$ cat src/rtl/vga_timing_pkg.sv
// Shared VGA timing defaults, counter width and pixel types for the scanout path.
package vga_timing_pkg;

  localparam int H_ACTIVE = 640;
  localparam int H_FP     = 16;
  localparam int H_SYNC   = 96;
  localparam int H_BP     = 48;
  localparam int V_ACTIVE = 480;
  localparam int V_FP     = 10;
  localparam int V_SYNC   = 2;
  localparam int V_BP     = 33;

  localparam int H_TOTAL  = H_ACTIVE + H_FP + H_SYNC + H_BP;
  localparam int V_TOTAL  = V_ACTIVE + V_FP + V_SYNC + V_BP;
  localparam int HS_START = H_ACTIVE + H_FP;
  localparam int HS_END   = H_ACTIVE + H_FP + H_SYNC;
  localparam int VS_START = V_ACTIVE + V_FP;
  localparam int VS_END   = V_ACTIVE + V_FP + V_SYNC;

  localparam int CNT_W = 10;

  typedef logic [11:0] rgb12_t;

  // Flags carried down the alignment pipeline; sync bits are active-high here
  // so a cleared pipeline means "not in sync".
  typedef struct packed {
    logic hsync;
    logic vsync;
    logic active;
    logic origin;
  } sync_flags_t;

endpackage

$ cat src/rtl/vga_timing_gen.sv
// Horizontal/vertical scan counters and the raw timing flags decoded from them.
module vga_timing_gen #(
  parameter int H_ACTIVE = vga_timing_pkg::H_ACTIVE,
  parameter int H_FP     = vga_timing_pkg::H_FP,
  parameter int H_SYNC   = vga_timing_pkg::H_SYNC,
  parameter int H_BP     = vga_timing_pkg::H_BP,
  parameter int V_ACTIVE = vga_timing_pkg::V_ACTIVE,
  parameter int V_FP     = vga_timing_pkg::V_FP,
  parameter int V_SYNC   = vga_timing_pkg::V_SYNC,
  parameter int V_BP     = vga_timing_pkg::V_BP
) (
  input  logic       clk,
  input  logic       rst_n,
  input  logic       pix_en,
  output logic [9:0] h_cnt,
  output logic [9:0] v_cnt,
  output logic       hsync_raw,
  output logic       vsync_raw,
  output logic       active,
  output logic       vblank,
  output logic       origin
);
  import vga_timing_pkg::*;

  localparam logic [CNT_W-1:0] H_LAST  = CNT_W'(H_ACTIVE + H_FP + H_SYNC + H_BP - 1);
  localparam logic [CNT_W-1:0] V_LAST  = CNT_W'(V_ACTIVE + V_FP + V_SYNC + V_BP - 1);
  localparam logic [CNT_W-1:0] H_VIS   = CNT_W'(H_ACTIVE);
  localparam logic [CNT_W-1:0] V_VIS   = CNT_W'(V_ACTIVE);
  localparam logic [CNT_W-1:0] HS_LO   = CNT_W'(H_ACTIVE + H_FP);
  localparam logic [CNT_W-1:0] HS_HI   = CNT_W'(H_ACTIVE + H_FP + H_SYNC);
  localparam logic [CNT_W-1:0] VS_LO   = CNT_W'(V_ACTIVE + V_FP);
  localparam logic [CNT_W-1:0] VS_HI   = CNT_W'(V_ACTIVE + V_FP + V_SYNC);

  always_ff @(posedge clk or negedge rst_n) begin
    if (!rst_n) begin
      h_cnt <= '0;
      v_cnt <= '0;
    end else if (pix_en) begin
      if (h_cnt == H_LAST) begin
        h_cnt <= '0;
        v_cnt <= (v_cnt == V_LAST) ? '0 : v_cnt + 1'b1;
      end else begin
        h_cnt <= h_cnt + 1'b1;
      end
    end
  end

  assign hsync_raw = !((h_cnt >= HS_LO) && (h_cnt < HS_HI));
  assign vsync_raw = !((v_cnt >= VS_LO) && (v_cnt < VS_HI));
  assign active    = (h_cnt < H_VIS) && (v_cnt < V_VIS);
  assign vblank    = (v_cnt >= V_VIS);
  assign origin    = (h_cnt == '0) && (v_cnt == '0);

endmodule

$ cat src/rtl/vga_scanout.sv
// Framebuffer read side: address generation, 3-stage sync/data alignment and
// frame_start on top of the scan counters.
module vga_scanout #(
  parameter int H_ACTIVE    = vga_timing_pkg::H_ACTIVE,
  parameter int H_FP        = vga_timing_pkg::H_FP,
  parameter int H_SYNC      = vga_timing_pkg::H_SYNC,
  parameter int H_BP        = vga_timing_pkg::H_BP,
  parameter int V_ACTIVE    = vga_timing_pkg::V_ACTIVE,
  parameter int V_FP        = vga_timing_pkg::V_FP,
  parameter int V_SYNC      = vga_timing_pkg::V_SYNC,
  parameter int V_BP        = vga_timing_pkg::V_BP,
  parameter int SCALE_SHIFT = 2
) (
  input  logic        clk,
  input  logic        rst_n,
  input  logic        pix_en,
  output logic        rd_en,
  output logic [15:0] rd_addr,
  input  logic [11:0] rd_data,
  output logic        hsync,
  output logic        vsync,
  output logic [11:0] vga_rgb,
  output logic        blank,
  output logic        vblank,
  output logic        frame_start
);
  import vga_timing_pkg::*;

  logic [CNT_W-1:0] h_cnt;
  logic [CNT_W-1:0] v_cnt;
  logic             hsync_raw;
  logic             vsync_raw;
  logic             active;
  logic             origin;
  logic [7:0]       fb_x;
  logic [7:0]       fb_y;
  sync_flags_t      cur;
  sync_flags_t      s1;
  sync_flags_t      s2;
  logic             strobe_d;
  rgb12_t           data_hold;
  rgb12_t           pix_data;

  vga_timing_gen #(
    .H_ACTIVE (H_ACTIVE),
    .H_FP     (H_FP),
    .H_SYNC   (H_SYNC),
    .H_BP     (H_BP),
    .V_ACTIVE (V_ACTIVE),
    .V_FP     (V_FP),
    .V_SYNC   (V_SYNC),
    .V_BP     (V_BP)
  ) u_timing (
    .clk       (clk),
    .rst_n     (rst_n),
    .pix_en    (pix_en),
    .h_cnt     (h_cnt),
    .v_cnt     (v_cnt),
    .hsync_raw (hsync_raw),
    .vsync_raw (vsync_raw),
    .active    (active),
    .vblank    (vblank),
    .origin    (origin)
  );

  assign fb_x = 8'(h_cnt >> SCALE_SHIFT);
  assign fb_y = 8'(v_cnt >> SCALE_SHIFT);

  always_comb begin
    cur        = '0;
    cur.hsync  = !hsync_raw;
    cur.vsync  = !vsync_raw;
    cur.active = active;
    cur.origin = origin;
  end

  // S1 issues the read; S2 waits out the memory latency.
  always_ff @(posedge clk or negedge rst_n) begin
    if (!rst_n) begin
      rd_en   <= 1'b0;
      rd_addr <= '0;
      s1      <= '0;
      s2      <= '0;
    end else if (pix_en) begin
      rd_en <= cur.active;
      if (cur.active) begin
        rd_addr <= {fb_y, fb_x};
      end
      s1 <= cur;
      s2 <= s1;
    end
  end

  // The memory keeps reading every clk, so once rd_addr has moved on to the
  // next pixel rd_data no longer belongs to S2. Capture it on the clk right
  // after each strobe, and bypass the capture when S3 fires on that same clk.
  always_ff @(posedge clk or negedge rst_n) begin
    if (!rst_n) begin
      strobe_d  <= 1'b0;
      data_hold <= '0;
    end else begin
      strobe_d <= pix_en;
      if (strobe_d) begin
        data_hold <= rd_data;
      end
    end
  end

  assign pix_data = strobe_d ? rd_data : data_hold;

  always_ff @(posedge clk or negedge rst_n) begin
    if (!rst_n) begin
      vga_rgb <= '0;
      blank   <= 1'b1;
      hsync   <= 1'b1;
      vsync   <= 1'b1;
    end else if (pix_en) begin
      vga_rgb <= s2.active ? pix_data : '0;
      blank   <= !s2.active;
      hsync   <= !s2.hsync;
      vsync   <= !s2.vsync;
    end
  end

  // Re-evaluated every clk so the pulse lasts one clk even at low strobe rates.
  always_ff @(posedge clk or negedge rst_n) begin
    if (!rst_n) begin
      frame_start <= 1'b0;
    end else begin
      frame_start <= pix_en && s2.origin;
    end
  end

endmodule

$ cat config.mk
export PLATFORM = sky130hd
export DESIGN_NAME = vga_scanout
export DESIGN_NICKNAME = d
export VERILOG_FILES = /design/src/rtl/vga_timing_pkg.sv /design/src/rtl/vga_timing_gen.sv /design/src/rtl/vga_scanout.sv
export SDC_FILE = /design/constraint.sdc
export NUM_CORES = 1
export LEC_CHECK = 0
export BUFFER_PORTS_ARGS = -buffer_cell sky130_fd_sc_hd__buf_2
export CAP_MARGIN = 20
export CORE_MARGIN = 8
export CORE_UTILIZATION = 60
export DETAILED_ROUTE_END_ITERATION = 7
export PLACE_DENSITY = 0.88
export SYNTH_ARGS = -nofsm -noshare
export SYNTH_HDL_FRONTEND = slang
export SYNTH_SLANG_ARGS = --single-unit
$ cat constraint.sdc
create_clock -name clk -period 3.3 [get_ports clk]
set_input_delay 0.66 -clock clk [delete_from_list [all_inputs] [get_ports clk]]
set_output_delay 0.66 -clock clk [all_outputs]
set_load 0.01 [all_outputs]
# Yosys cells after proc, flatten, opt, wreduce, memory -nomap -nowiden
# Index checks and enable logic that the tools add are counted.
# word_totals
register_bits	73
inputBits	15
# op_classes
reduce_logical	12
order_cmp	7
eq_ne	2
n_mux	4
add_sub_neg	2
# ops
cell	n
12-bit two-way mux	2
10-bit by 1-bit adder with 10-bit output, second input constant	2
10-bit == test, second input constant	2
10-bit by 9-bit >= comparator with 1-bit output, second input constant	2
10-bit zero test	2
10-bit less-than comparator, second input constant	2
10-bit by 9-bit less-than comparator with 1-bit output, second input constant	2
10-bit two-way mux	2
10-bit >= comparator, second input constant	1
1-bit logical AND	5
2-bit AND reduction	2
1-bit zero test	3

# Logic depth before layout (Yosys ltp)
# logic_depth
depth_word	3
ltp_mapped	7

# Modules after synthesis
# From an unflattened synthesis, not the netlist that was laid out.
# hier_totals
hier_cells	257
hier_area_um2	3234.4
# by_module_without_submodules
mod	cells_each	instances	area_per_inst_um2
vga_scanout	131	1	2075.7
vga_timing_gen	126	1	1158.6

# Worst setup path after synthesis
# Ideal clock, no wire load.
# synth_path
path_type	input to register
startpoint	input port pix_en
endpoint	register rd_addr[10]
slack_ns	1.598
arrival_ns	1.577
path_stages	5
setup_time_ns	0.125
required_ns	3.175
cell_sequence	nand3b_1 or2_1 buf_6 buf_12 mux2_4
# synth_between
elab_chain_cells	1
# synth_rtl
item	line	rtl
from (decl)	vga_scanout.sv:16	input logic pix_en,
2-bit AND reduction (no line)	--	
to (signal assigned)	vga_scanout.sv:87	rd_addr <= {fb_y, fb_x};
to (decl)	vga_scanout.sv:18	output logic [15:0] rd_addr,
# No other way between the ends.
# A chain may end at the register's enable or synchronous reset.

# Final worst setup path
# layout_path
startpoint	register u_timing.v_cnt[5]
endpoint	register rd_addr[0]
# layout_between
elab_chain_cells	3
# layout_rtl
item	line	rtl
from (decl)	vga_timing_gen.sv:16	output logic [9:0] v_cnt,
from (signal assigned)	vga_timing_gen.sv:41	v_cnt <= (v_cnt == V_LAST) ? '0 : v_cnt + 1'b1;
10-bit by 9-bit less-than comparator with 1-bit output	vga_timing_gen.sv:50	assign active = (h_cnt < H_VIS) && (v_cnt < V_VIS);
1-bit logical AND	vga_timing_gen.sv:50	
2-bit AND reduction (no line)	--	
# No other way between the ends.

==> impl_results.md <==
* Layout cells sized above 1 at 31.8%
* Number of gates given a new drive strength after cts at 0
* Post-synthesis to final-layout area growth at 16.1%
* Cell Pwr Density at 601 mW/mm2
* Die ar. at 0.00792 mm2
* Synth area leader: dfrtp_1
* Die Y at 89.0 um
* Post-CTS Hold Buffers at 0
* H-Tree Depth at 3
* Peak VDD IR at 0.305 mV
* Core box area at 0.00514 mm2
* CP endpoint kind: register
* Residual DRC at 0
* Remaining antenna violation count at 0
* 1st-iter DRT viols at 162
* CP Data Required Time at 3540 ps
* Min-Delay Path Class: input port to async pin
* Syn Area/Cell at 11.8 um2
* Main flop type after synthesis: dfrtp_1
* DR vias/cell at 5.71
* Unrepaired setup endpoints after global routing: false
* Min setup slack post-route at 1260 ps
* Port Buf Inserts at 48
* Post-CTS Setup Bufs at 0
* Clock slew at reported path FFs at 80 ps
* Routed via count at 2233
* Commonest cells in the synthesized netlist: dfrtp_1 (70), o21ai_0 (26), mux2_2 (22), inv_1 (21), nand3_1 (21)
* Largest net degree at the start of global routing at 48
* #FFs+latches synth at 73
* DRT Pass-1 Iters at 5
* CP bufs+invs at 0
* EDFF count, synth at 0
* Max Fclk at 491 MHz
* Die X at 89.0 um
* DR WL/cell at 16.5 um
* Starting Density at 62.2%
* Status: completed
* Mapped Area at 0.00320 mm2
* Clk Tree Root Cell: clkbuf_8
* GPL Wtd Cong at 0.885
* Nets@finish at 336
* Synth top area share at 54.8%
* Static Leak at 1.84 nW
* Crit path largest cell delay at 580 ps
* Post-synthesis sequential area ratio at 57.2%
* Family with the most delay on the worst path: simple AND/OR/NAND/NOR gates
* Most common cell in the netlist: dfrtp_1
* Slowest CP cell: or2_1
* # IOs at 49
* Mapped Cells at 270
* Worst-Margin Slew at 763 ps
* Hold slack at 380 ps
* Syn nets at 290
* Synth unique cells at 42
* Setup_tns at 0 ps
* Total global routing overflow at 0
* Number of max-cap violations at 0
* # setup viols final at 0
* Vias in the first global route at 2272
* Antenna Cells at 0
* CTS tree: yes
* Clock Skews at 8.41 ps
* DP Area at 0.00346 mm2
* Tot GR Track Use at 18.0%
* Critical path type: register to register
* CTS sink cnt at 73
* Fillers at 354
* Fin. max-slew vios at 0
* Placed Cells at 375
* Total chip power at 2.23 mW
* Hold Vio Cnt, Final at 0
* Initial antenna violation count at 0
* First-pass GRT wire length at 10900 um
* Final min period at 2040 ps
* Final WL at 6450 um
* Synth warnings at 0
* Crit path cell chain: nand4_1 -> nor2_1 -> or2_1 -> mux2_2
* Synth top area cells: dfrtp_1 (55%), mux2_2 (7.7%), o21ai_0 (4.1%), mux2_4 (3.8%), nand3_1 (3.3%)
* Clock Latency Late Sink at 350 ps
* Dpl ws at 1190 ps
* Startpoint types: register
* Post-route clock period utilization at 61.7%
* Slew margin rel. at 49.1%
* Post-layout util at 72.3%
* DP HPWL at 4280 um
* Final std cells w/o fill at 391
* Clock Tree Buf Depth at 2
* Worst-path fanout max at 14
* Fraction of registers with async set or reset after synthesis at 100%
* Row count at 26
* Finished Cell Area at 0.00371 mm2
* Crit path DAT at 2270 ps
* CTS Buf Count at 9
==> final timing paths <==
kind	start	to	slack [ps]	cells past startpoint
setup reg to reg	u_timing.v_cnt[5]	rd_addr[0]	1260	4
hold reg to reg	s2[2]	vsync	420	1
setup / recovery	u_timing.v_cnt[5]	rd_addr[0]	1260	4
max in group asynchronous	rst_n	vsync	2180	2
min in group clk	s2[2]	vsync	420	1
hold / removal	rst_n	u_timing.v_cnt[7]	380	1
==> kinds of logic (layout without fill, tap and decap cells) <==
kind of cell             count (synthesis)  in the layout  share of synthesized area (%)
AND/OR/NAND/NOR                         75             75                           13.6
flip-flops                              73             73                           57.2
AO/OA/AOI/OAI                           38             38                           6.69
buffers and inverters                   36             87                           5.36
multiplexers                            34             34                           12.7
XOR/XNOR                                 9              9                           2.46
adder cells (fa/ha/maj)                  5              5                           1.96
==> registers in the layout, summed over array words and instances (netlist names) <==
signal,count
frame_start,1
vsync,1
s2,4
vga_rgb,12
strobe_d,1
blank,1
hsync,1
rd_addr,16
s1,4
u_timing.h_cnt,10
data_hold,12
u_timing.v_cnt,10
==> final cells by class <==
cell class	instances	area [um2]	share of cell area (%)
clock inverter	6	115	3.10
timing repair buffer	50	268	7.21
inverter	21	78.8	2.12
multi-input combinational	161	1200	32.2
sequential	73	1830	49.3
clock buffer	10	138	3.70
tap	70	87.6	2.36
==> where the power goes <==
group / internal (mW) / total, mW / leakage (nW) / switching (mW)
clock network: 0.525 / 0.864 / 0.123 / 0.339
registers: 0.989 / 1.09 / 0.928 / 0.0995
logic: 0.134 / 0.278 / 0.785 / 0.145
==> placed cells by master (no fill, tap or decap), drive strengths merged, types with 2 or more instances in the layout <==
| master | count |
|---|---|
| mux2i | 4 |
| xor2 | 6 |
| clkbuf | 10 |
| nand3b | 2 |
| dfrtp | 70 |
| ha | 5 |
| a31oi | 2 |
| a21oi | 2 |
| and4 | 2 |
| buf | 50 |
| nand3 | 21 |
| xnor2 | 3 |
| bufinv | 3 |
| and3 | 4 |
| o22a | 3 |
| inv | 21 |
| nor2b | 2 |
| nor4 | 5 |
| mux2 | 30 |
| o22ai | 2 |
| nor4b | 2 |
| clkinv | 2 |
| dfstp | 3 |
| o21ai | 27 |
| nand4 | 6 |
| nand2 | 9 |
| nand2b | 3 |
| nor3 | 4 |
| nor2 | 9 |
| and2 | 2 |
==> layer usage <==
metal	global-route usage [%]	part of all wire, %
met3	5.15	6.5
met4	8.61	2.0
met2	28.6	50
met1	22.2	41
met5	0	0
(Power assumes the default switching activity.)
